$ cat config.mk
export PLATFORM = sky130hd
export DESIGN_NAME = irrigation_zone_scheduler
export DESIGN_NICKNAME = d
export VERILOG_FILES = /design/src/rtl/irrigation_zone_scheduler.sv
export SDC_FILE = /design/constraint.sdc
export NUM_CORES = 1
export LEC_CHECK = 0
export CORE_MARGIN = 2
export CORE_UTILIZATION = 40
export CTS_CLUSTER_DIAMETER = 40
export DETAILED_ROUTE_END_ITERATION = 8
export GPL_TIMING_DRIVEN = 0
export MAX_ROUTING_LAYER = met4
export PLACE_DENSITY = 0.65
export SLEW_MARGIN = 30
export SYNTH_ARGS = -nofsm -noshare
export SYNTH_HDL_FRONTEND = slang
export SYNTH_SLANG_ARGS = --single-unit
$ cat constraint.sdc
create_clock -name clock -period 3.8 [get_ports clock]
set_clock_uncertainty 0.05 [all_clocks]
set_input_delay 0.57 -clock clock [delete_from_list [all_inputs] [get_ports clock]]
set_output_delay 0.57 -clock clock [all_outputs]
set_load 0.1 [all_outputs]
$ cat src/rtl/irrigation_zone_scheduler.sv
// Irrigation zone scheduler: picks dry zones round-robin, runs each zone for a
// sprinkler or dripper period counted in ticks, pauses on tank water problems.
// Optional build macro IRR_FAULT_LATCH_EN: a tank sensor conflict latches a
// sticky fault (cleared only by reset) that keeps a paused run from resuming.
module irrigation_zone_scheduler #(
  parameter int ZONES          = 4,
  parameter int TIMER_W        = 10,
  parameter int SPRINKLE_TICKS = 300,
  parameter int DRIP_TICKS     = 600
) (
  input  logic                     clock,
  input  logic                     reset_n,
  input  logic                     tick,
  input  logic                     water_low,
  input  logic                     water_mid,
  input  logic                     water_high,
  input  logic [ZONES-1:0]         zone_dry,
  input  logic                     air_dry,
  input  logic                     low_temperature,
  input  logic                     abort,
  output logic [ZONES-1:0]         zone_valve,
  output logic                     sprinkler_mode,
  output logic [$clog2(ZONES)-1:0] active_zone,
  output logic [TIMER_W-1:0]       remaining,
  output logic                     supply_valve,
  output logic                     alarm,
  output logic                     busy
);
  localparam int ZW = $clog2(ZONES);
  localparam logic [TIMER_W-1:0] SPR_LEN = TIMER_W'(SPRINKLE_TICKS);
  localparam logic [TIMER_W-1:0] DRP_LEN = TIMER_W'(DRIP_TICKS);

  typedef enum logic [1:0] {IDLE, RUN, HOLD} state_t;

  state_t             state_reg, state_next;
  logic [ZW-1:0]      ptr_reg, ptr_next;
  logic [ZW-1:0]      zone_reg, zone_next;
  logic [TIMER_W-1:0] rem_reg, rem_next;
  logic               mode_reg, mode_next;
  logic [ZONES-1:0]   valve_reg, valve_next;
  logic               alarm_reg, alarm_next;
  logic               supply_reg, supply_next;
  logic               busy_reg, busy_next;

  logic conflict, water_ok, req_mode, fault, hold_block;
  logic [TIMER_W-1:0] req_len;

  // Sensor plausibility: a higher level reading wet above a dry lower level is impossible.
  assign conflict = (water_mid & ~water_low) | (water_high & ~water_mid);
  assign water_ok = water_low & ~conflict;
  assign req_mode = water_mid & air_dry & ~low_temperature;
  assign req_len  = req_mode ? SPR_LEN : DRP_LEN;

`ifdef IRR_FAULT_LATCH_EN
  logic fault_reg;
  assign fault      = fault_reg | conflict;
  assign hold_block = fault_reg;

  // Sticky fault flag: once a conflict is seen only reset clears it.
  always_ff @(posedge clock) begin
    if (!reset_n) fault_reg <= 1'b0;
    else          fault_reg <= fault;
  end
`else
  assign fault      = conflict;
  assign hold_block = 1'b0;
`endif

  // Candidate zones in round-robin order, starting just after the pointer.
  logic [ZW-1:0]    cand_idx [ZONES];
  logic [ZONES-1:0] cand_hit;
  for (genvar gi = 0; gi < ZONES; gi++) begin : g_cand
    assign cand_idx[gi] = ZW'((32'(ptr_reg) + gi + 1) % ZONES);
    assign cand_hit[gi] = zone_dry[cand_idx[gi]];
  end

  logic          found;
  logic [ZW-1:0] pick;

  // First requesting candidate wins; descending scan lets the lowest offset overwrite.
  always_comb begin
    found = 1'b0;
    pick  = '0;
    for (int i = ZONES - 1; i >= 0; i--) begin
      if (cand_hit[i]) begin
        found = 1'b1;
        pick  = cand_idx[i];
      end
    end
  end

  // Next-state and next-output logic; priority is hold > abort/drop > reload > tick.
  always_comb begin
    state_next = state_reg;
    ptr_next   = ptr_reg;
    zone_next  = zone_reg;
    rem_next   = rem_reg;
    mode_next  = mode_reg;
    case (state_reg)
      IDLE: begin
        if (water_ok && found) begin
          state_next = RUN;
          zone_next  = pick;
          mode_next  = req_mode;
          rem_next   = req_len;
        end
      end
      RUN: begin
        if (!water_ok) begin
          state_next = HOLD;
        end else if (abort || !zone_dry[zone_reg]) begin
          state_next = IDLE;
          ptr_next   = zone_reg;
          rem_next   = '0;
          mode_next  = 1'b0;
        end else if (req_mode != mode_reg) begin
          mode_next = req_mode;
          rem_next  = req_len;
        end else if (tick) begin
          if (rem_reg == TIMER_W'(1)) begin
            state_next = IDLE;
            ptr_next   = zone_reg;
            rem_next   = '0;
            mode_next  = 1'b0;
          end else begin
            rem_next = rem_reg - TIMER_W'(1);
          end
        end
      end
      HOLD: begin
        if (abort) begin
          state_next = IDLE;
          ptr_next   = zone_reg;
          rem_next   = '0;
          mode_next  = 1'b0;
        end else if (water_ok && !hold_block) begin
          state_next = RUN;
        end
      end
      default: state_next = IDLE;
    endcase
    valve_next  = (state_next == RUN) ? (ZONES'(1) << zone_next) : '0;
    busy_next   = (state_next != IDLE);
    alarm_next  = fault | ~water_mid;
    supply_next = ~conflict & ~water_high;
  end

  // State and output registers with synchronous active-low reset.
  always_ff @(posedge clock) begin
    if (!reset_n) begin
      state_reg  <= IDLE;
      ptr_reg    <= ZW'(ZONES - 1);
      zone_reg   <= '0;
      rem_reg    <= '0;
      mode_reg   <= 1'b0;
      valve_reg  <= '0;
      alarm_reg  <= 1'b0;
      supply_reg <= 1'b0;
      busy_reg   <= 1'b0;
    end else begin
      state_reg  <= state_next;
      ptr_reg    <= ptr_next;
      zone_reg   <= zone_next;
      rem_reg    <= rem_next;
      mode_reg   <= mode_next;
      valve_reg  <= valve_next;
      alarm_reg  <= alarm_next;
      supply_reg <= supply_next;
      busy_reg   <= busy_next;
    end
  end

  assign zone_valve     = valve_reg;
  assign sprinkler_mode = mode_reg;
  assign active_zone    = zone_reg;
  assign remaining      = rem_reg;
  assign supply_valve   = supply_reg;
  assign alarm          = alarm_reg;
  assign busy           = busy_reg;
endmodule

; Word level (Yosys, flattened, before mapping)
; Index checks and enable logic that the tools add are counted.
[totals]
reg_bits = 24
inputBits = 13
out_inout_bits = 20
word_cells = 112
[op_classes]
add_sub_neg = 7
magnitude_cmp = 5
eq_ne = 13
shifts = 1
n_mux = 53
bitwise = 13
n_reduce_logical = 11
[op_table]
columns = operator, count
row1 = 10-bit two-way mux, 8
row2 = 2-bit two-way mux, 20
row3 = 10-bit one-hot mux with 3 select lines, 1
row4 = 1-bit two-way mux, 16
row5 = 2-bit by 3-bit less-than comparator with 1-bit output (second input constant), 5
row6 = 6-bit AND reduction, 2
row7 = 1-bit binary-select mux with 2-bit select, 5
row8 = 10-bit by 1-bit equality test with 1-bit output (second input constant), 1
row9 = 10-bit by 1-bit subtractor with 10-bit output (second input constant), 1
row10 = 3-bit != test (second input constant), 3
row11 = 2-bit by 1-bit adder with 2-bit output (second input constant), 4
row12 = 4-bit != test (second input constant), 2
row13 = 1-bit AND, 6
row14 = 2-bit != test (second input constant), 3
row15 = 2-bit one-hot mux with 3 select lines, 1
row16 = 1-bit inverter, 5
row17 = 5-bit AND reduction, 1
row18 = 2-bit adder (second input constant), 2
row19 = 2-bit by 1-bit equality test with 1-bit output (second input constant), 2
row20 = 2-bit one-hot mux with 2 select lines, 1
row21 = 2-bit nonzero test, 2
row22 = 1-bit by 2-bit << shifter with 4-bit output (first input constant), 1
row23 = 1-bit one-hot mux with 3 select lines, 1
row24 = 3-bit nonzero test, 1
row25 = other kinds (8), 9

; Logic depth before layout (Yosys ltp)
; Gate-level depths: netlist of run 1.
[depth]
word_depth = 13
ltp_mapped = 9
depth_no_buf = 7

; Worst setup path before layout of run 1
; Ideal clock, no wire load.
[synth_timing]
path_kind = register to register
start = reg mode_reg, in the netlist sprinkler_mode
end = reg ptr_reg[1]
arrival_ns = 2.556
setup_slack_ns = 1.065
path_stages_with_launch = 9
n_path_buf = 1
synth_period_minus_slack_ns = 2.735
path_cell_list = dfxtp_1 -> inv_1 -> ha_1 -> clkbuf_1 -> nand2_1 -> nand4b_1 -> a221oi_1 -> mux2i_1 -> nand2_1
[synth_via]
elab_chain_len = 3
[synth_rtl]
columns = item, line_no
row1 = "start, declared", 39  ; logic mode_reg, mode_next;
row2 = "start signal, assigned", 165  ; mode_reg <= mode_next;
row3 = 1-bit != test, 116  ; end else if (req_mode != mode_reg) begin
row4 = 3-bit != test (no source line), n/a
row5 = 6-bit AND reduction (no source line), n/a
row6 = "end signal, assigned", 152  ; ptr_reg <= ZW'(ZONES - 1);
row7 = "end signal, assigned", 162  ; ptr_reg <= ptr_next;
row8 = "end, declared", 36  ; logic [ZW-1:0] ptr_reg, ptr_next;
; Every way passes these cells.
; A chain may end at the register's enable or synchronous reset.

; Worst setup path in the final report of run 1
[layout_timing]
start = in water_mid
end = reg ptr_reg[1]
[layout_via]
elab_chain_len = 7
elab_cells_between_ends = 12
classes_between = eq/ne (3) / bitwise (8) / reduce/logical (1)
[layout_rtl]
columns = item, line_no
row1 = "start, declared", 15  ; input logic water_mid,
row2 = 1-bit inverter, 49  ; assign conflict = (water_mid & ~water_low) | (water_high & ~water_mid);
row3 = 1-bit AND, 49
row4 = 1-bit OR, 49
row5 = 1-bit inverter, 50  ; assign water_ok = water_low & ~conflict;
row6 = 1-bit AND, 50
row7 = 2-bit != test (no source line), n/a
row8 = 6-bit AND reduction (no source line) (*), n/a
; Mark *: on every way between the ends. The rest lies on a longest branch, timed or not.

==> run metrics, run 1 <==
layout cells sized above 1=0.0594; reg2reg path depth=6; Die W=between 60 and 70 um; clock root buffer=clkbuf_8; Worst EP required=between 3000 and 4000 ps; Placement Cell Area=0.00193 mm^2; Psw=0.441 mW; syn nets=between 200 and 250; top_reg_cell synth=dfxtp_1; max-slew violations=0; synth top area cells=dfxtp_1 31%, ha_1 5.7%, a21oi_1 4.2%; P_leak=roughly 0.73 nW; WHS=about 480 ps; Netlist Area Pre-Place=0.00155 mm^2; final setup fails=0; period utilization=0.799; crit path kind=in -> reg; Final TNS setup=0 ps; number of port buffers=32; first-pass GRT wire length=~6800 um; initial antenna violation count=0; Rows=22; GRT Total Usage=0.202; Die Height=66.2 um; Fmax=between 300 and 400 MHz; status=finished clean; Post-CTS Hold Buffers=0; RSZ-0062 raised after global routing=false; Worst-Margin Slew=between 900 and 1000 ps; initial core utilization=0.419; DRC Markers=0; sequential power share=0.311; Yosys warning count=0; Crit path arrival time=about 3100 ps; Nets=240; pre-CTS setup slack=between 500 and 600 ps; Avg Cell Area, Syn=between 8 and 9 um^2; total gr overflow=0; worst-path fanout max=7; CTS tree=yes; area growth from synthesis to layout=29.2%; ys async rst share=0; htree depth=1; final hold vios=0; worst setup margin=about 760 ps; Post-Synthesis Cells=183; die area=roughly 0.0044 mm^2; Clock Sinks=24; WL per Instance=between 10 and 15 um; antenna cells=0; crit path launch type=input pin; clock tree buffer depth=2; Tmin final=approximately 3000 ps; overall power=roughly 1.0 mW; Finished Core Util=0.541; Via density=slightly below 6; largest net degree at the start of global routing=15; total core area=between 0.003 and 0.004 mm^2; post-CTS sizing=0; worst hold path class=reg -> reg; Ports=33; P per Cell Area=between 500 and 600 mW/mm^2; element type at the critical path end=flop; number of flip-flops in the largest register=10; post-DP HPWL=2980 um; #FFs+latches synth=24; setup bufs post-CTS=0; Switching Share=0.437; routed vias=1553; fin cells=between 200 and 300; gp weighted congestion=approximately 0.94; vias in the first global route=around 1500; P_int=0.569 mW; placed cells=263; worst-skew pair later-pin latency=between 200 and 300 ps; clock power share=0.224; Rel. slew slack=0.341; number of flops mapped to enable cells by yosys=0; final instance area=~0.0020 mm^2; Gate power share=0.465; initial drt markers=between 100 and 150; drt first pass iters=4; max-cap violation count=0; Synth area leader=dfxtp_1; Yosys cell types=52; Clock transition at path regs=about 90 ps; Peak VDD IR=~0.26 mV; cts bufs inserted=3; sequential share of the synthesized area=0.311; Min-Delay Path Depth=2; Post-Route WL=roughly 4000 um; Yosys top cell area share=0.311; antenna-violating nets left=0
[power groups by stage]
| stage | Clock [mW] | Sequential [mW] | Combinational [mW] |
|---|---|---|---|
| global route | 0.241 | 0.320 | 0.505 |
| detailed placement | 0 | 0.321 | 0.466 |
| CTS | 0.229 | 0.315 | 0.468 |
| finish | 0.227 | 0.314 | 0.469 |
| floorplan | 0 | 0.484 | 0.192 |
| global placement | 0 | 0.319 | 0.462 |
[layout by cell type (no fill, tap or decap), drive strengths merged, types with 3 or more instances in the layout]
cell type	count
nand3	5
nor4b	3
o21a	3
a311oi	3
dfxtp	24
nor2	10
o211ai	6
o21ai	10
ha	7
a32o	5
nor2b	3
inv	12
nor3b	3
nand2b	5
a21oi	13
a21boi	3
nor3	7
nor4	5
a31oi	3
clkdlybuf4s50	32
mux2i	5
nand2	12
clkbuf	9
[cell usage after synthesis, types with 2 or more instances]
library cell,n
nand2_1,12
a21oi_1,13
o21a_1,3
mux2i_1,5
nand2b_1,5
clkbuf_1,6
a311oi_1,2
nor4_1,4
nand3_1,4
o31a_1,2
a21boi_0,2
a211oi_1,2
a31oi_1,3
nand3b_1,2
o21ai_0,10
a32o_1,5
inv_1,12
o211ai_1,6
ha_1,7
nor3_1,7
dfxtp_1,24
nand4_1,2
nor2b_1,3
nor3b_1,2
o31ai_1,2
nor2_1,10
nor4b_1,3
[layer usage]
layer | vias to the layer above | track usage | share of wire
met3 | 5 | 0.0256 | 0.056
li1 | 767 | - | -
met4 | 0 | 0.0485 | 0.0078
met1 | 739 | 0.299 | 0.50
met5 | - | - | 0
met2 | 42 | 0.291 | 0.44
[final timing paths]
kind / from / slack (ps) / to
setup reg to reg: state_reg[0] / 1290 / remaining[5]
hold / removal: remaining[3] / 480 / remaining[3]
setup / recovery: water_mid / 760 / ptr_reg[1]
hold reg to reg: remaining[3] / 480 / remaining[3]
[critical path: stages]
cell,delay (ps)
clkdlybuf4s50_1,480
and3b_1,210
clkbuf_1,130
ha_1,280
clkbuf_1,250
nand2_1,80
nand4b_1,260
a221oi_1,550
mux2i_1,240
nand2_1,80
[kinds of logic (layout without fill, tap and decap cells)]
group,after synthesis,in the layout,synth area share
buf+inv,19,55,0.0510
mux,5,5,0.0324
fa+ha+maj,7,7,0.0567
simple gates,66,66,0.259
compound gates,62,62,0.290
flops,24,24,0.311
[final cells by class]
| class | count | area (um^2) |
|---|---|---|
| Tap cell | 48 | 60.1 |
| Inverter | 12 | 45.0 |
| Buffer | 7 | 33.8 |
| Clock inverter | 1 | 30.0 |
| Fill cell | 370 | 1690 |
| Multi-Input combinational cell | 140 | 986 |
| Timing Repair Buffer | 32 | 320 |
| Clock buffer | 3 | 41.3 |
| Sequential cell | 24 | 480 |
Note: power is estimated with default switching activity, not from simulation.
==> run 2: changes to the inputs <==
- clock period: 3.8 -> 3.2 ns (I/O delays scaled with it)
==> results of run 2 <==
Same layout as run 1 (identical final DEF). Status: finished clean.
Main changes from that run: setup slack after placement 516 ps -> 6.23 ps; setup slack after layout 762 ps -> 252 ps; register-to-register setup slack 1290 ps -> 690 ps; total power 1.01 mW -> 1.20 mW; worst IR drop on VDD 0.264 mV -> 0.314 mV
==> run 3: changes to the inputs <==
- CORE_MARGIN: 2 -> 5
- TNS_END_PERCENT: unset -> 50
==> run 3 against run 2 <==
  * Global-route usage fell by 3.3 points
  * Combinational power rose by 0.9%
  * Sequential cell count did not move
  * Die area rose by 19%
  * Final area did not move
  * Utilization did not move
  * Worst setup slack got worse by 70 ps
  * First-iteration DRC count fell by 1.5%
  * Register-to-register slack improved by 50 ps
  * Power rose by 0.52%
  * Critical path depth did not move
  * Critical path type unchanged
  * Critical endpoint unchanged
  * Largest cell class unchanged
  * Largest power group unchanged
  * Highest routed layer unchanged
==> run metrics, run 3 (synthesis results as in run 1) <==
cts bufs inserted=3 (unchanged); total gr overflow=0 (unchanged); Ports=33 (unchanged); post-CTS sizing=0 (unchanged); CP max-delay cell=a221oi_1 (unchanged); final instance area=0.00200 mm^2 (unchanged); vias in the first global route=1472 (was 1455); cell-by-cell listing of the critical path=clkdlybuf4s50_1, and3b_1, clkbuf_1, ha_1, clkbuf_1, nand2_1, nand4b_1, a221oi_1, mux2i_1, nand2_1 (unchanged); P per Cell Area=604 mW/mm^2 (was 601 mW/mm^2); Via density=5.84 (was 5.82); met1 GRT Util=0.243 (was 0.299); gp weighted congestion=0.839 (was 0.939); Die Height=72.2 um (was 66.2 um); Peak VDD IR=0.264 mV (was 0.314 mV); period utilization=0.943 (was 0.921); most common cell after layout, fill and taps aside=clkdlybuf4s50_1 (unchanged); setup bufs post-CTS=0 (unchanged); number of port buffers=32 (unchanged); CTS tree=yes (unchanged); Worst setup startpoint=water_mid (unchanged); met3 Resource Use GR=0.0235 (was 0.0256); crit path kind=in -> reg (unchanged); antenna cells=0 (unchanged); htree depth=1 (unchanged); worst-skew pair later-pin latency=260 ps (was 270 ps); Post-Route WL=4200 um (was 3970 um); Fmax=331 MHz (was 339 MHz); Tmin final=3020 ps (was 2950 ps); die area=0.00521 mm^2 (was 0.00438 mm^2); initial drt markers=131 (was 133); element type at the critical path end=flop (unchanged); layout cells sized above 1=0.0594 (unchanged); Min-Delay Startpoint=remaining[3] (unchanged); clock tree buffer depth=2 (unchanged); Crit path arrival time=3100 ps (was 3040 ps); antenna-violating nets left=0 (unchanged); Nets=240 (unchanged); DRC Markers=0 (unchanged); RSZ-0062 raised after global routing=false (unchanged); Fillers=367 (was 370); largest net degree at the start of global routing=15 (unchanged); CP peak stage delay=570 ps (was 550 ps); max-cap violation count=0 (unchanged); Clock Sinks=24 (unchanged); Reg2Reg Launch Point=state_reg[0] (unchanged); initial core utilization=0.419 (unchanged); flop-to-flop setup slack=740 ps (was 690 ps); Clock transition at path regs=90 ps (about the same); Worst EP required=3280 ps (was 3290 ps); max-slew violations=0 (unchanged); Post-CTS Hold Buffers=0 (unchanged); final setup fails=0 (unchanged); Crit path max-delay family=buffers and inverters (unchanged); crit path launch type=input pin (unchanged); drt first pass iters=4 (unchanged); routed vias=1560 (was 1553); commonest non-fill, non-tap cells in the layout=32 x clkdlybuf4s50_1, 24 x dfxtp_1, 13 x a21oi_1 (unchanged); number of flip-flops in the largest register=10 (unchanged); clock root buffer=clkbuf_8 (unchanged); Finished Core Util=0.541 (unchanged); Die W=72.2 um (was 66.2 um); Worst-Margin Slew=976 ps (was 985 ps); WHS=486 ps (was 481 ps); first-pass GRT wire length=6930 um (was 6790 um); P_leak=0.732 nW (unchanged); critical path buffer and inverter count=3 (unchanged); Rows=22 (unchanged); worst hold path class=reg -> reg (unchanged); status=finished clean (unchanged); met2 usage=0.250 (was 0.291); post-DP HPWL=3200 um (was 2980 um); Placement Cell Area=0.00193 mm^2 (unchanged); total core area=0.00369 mm^2 (unchanged); area growth from synthesis to layout=29.2% (unchanged); initial antenna violation count=0 (unchanged); worst-path fanout max=7 (unchanged); GRT Total Usage=0.169 (was 0.202); Rel. slew slack=0.348 (was 0.341); final hold vios=0 (unchanged); grt peak-use layer=met2 (was met1); WL per Instance=15.7 um (was 14.9 um)
## run 3: cell type report
type                    count  area [um^2]  share of cell area
flip-flops and latches     24          480               0.241
inverters                  12         45.0              0.0226
clock buffers               3         41.3              0.0207
clock inverters             1         30.0              0.0150
multi-input cells         140          986               0.494
well taps                  48         60.1              0.0301
repair buffers             32          320               0.160
plain buffers               7         33.8              0.0169
## run 3: stage by stage
stage / setup TNS [ps] / setup WS, ps / cells / power, mW
floorplan: 0 / 465 / 183 / 0.803
global placement: 0 / 52.0 / 263 / 0.928
detailed placement: -70.6 / -70.6 / 263 / 0.940
CTS: 0 / 204 / 267 / 1.21
global route: 0 / 1.29 / 267 / 1.27
finish: 0 / 182 / 267 / 1.21
## run 3: where the power goes
group | internal (mW) | switching (mW)
registers | 0.333 | 0.0410
clock network | 0.167 | 0.102
logic | 0.176 | 0.387
## run 3: metal layers
metal  vias up  routed length [um]
met1       747                2060
met3         2                 217
met5         -                   0
met2        44                1890
met4         0                  23
li1        767                   -
## run 3: worst reg2reg max path: stages, from the launching register on
cell     delay (ps)
dfxtp_1         410
ha_1            320
or3b_1          390
o22ai_2         190
nor3b_2         490
nor3_1          220
a32o_1          280
## run 3: final timing paths
check            endpoint  cells after the start
max            ptr_reg[1]                     10
max reg2reg  remaining[4]                      6
min          remaining[3]                      2
min reg2reg  remaining[3]                      2
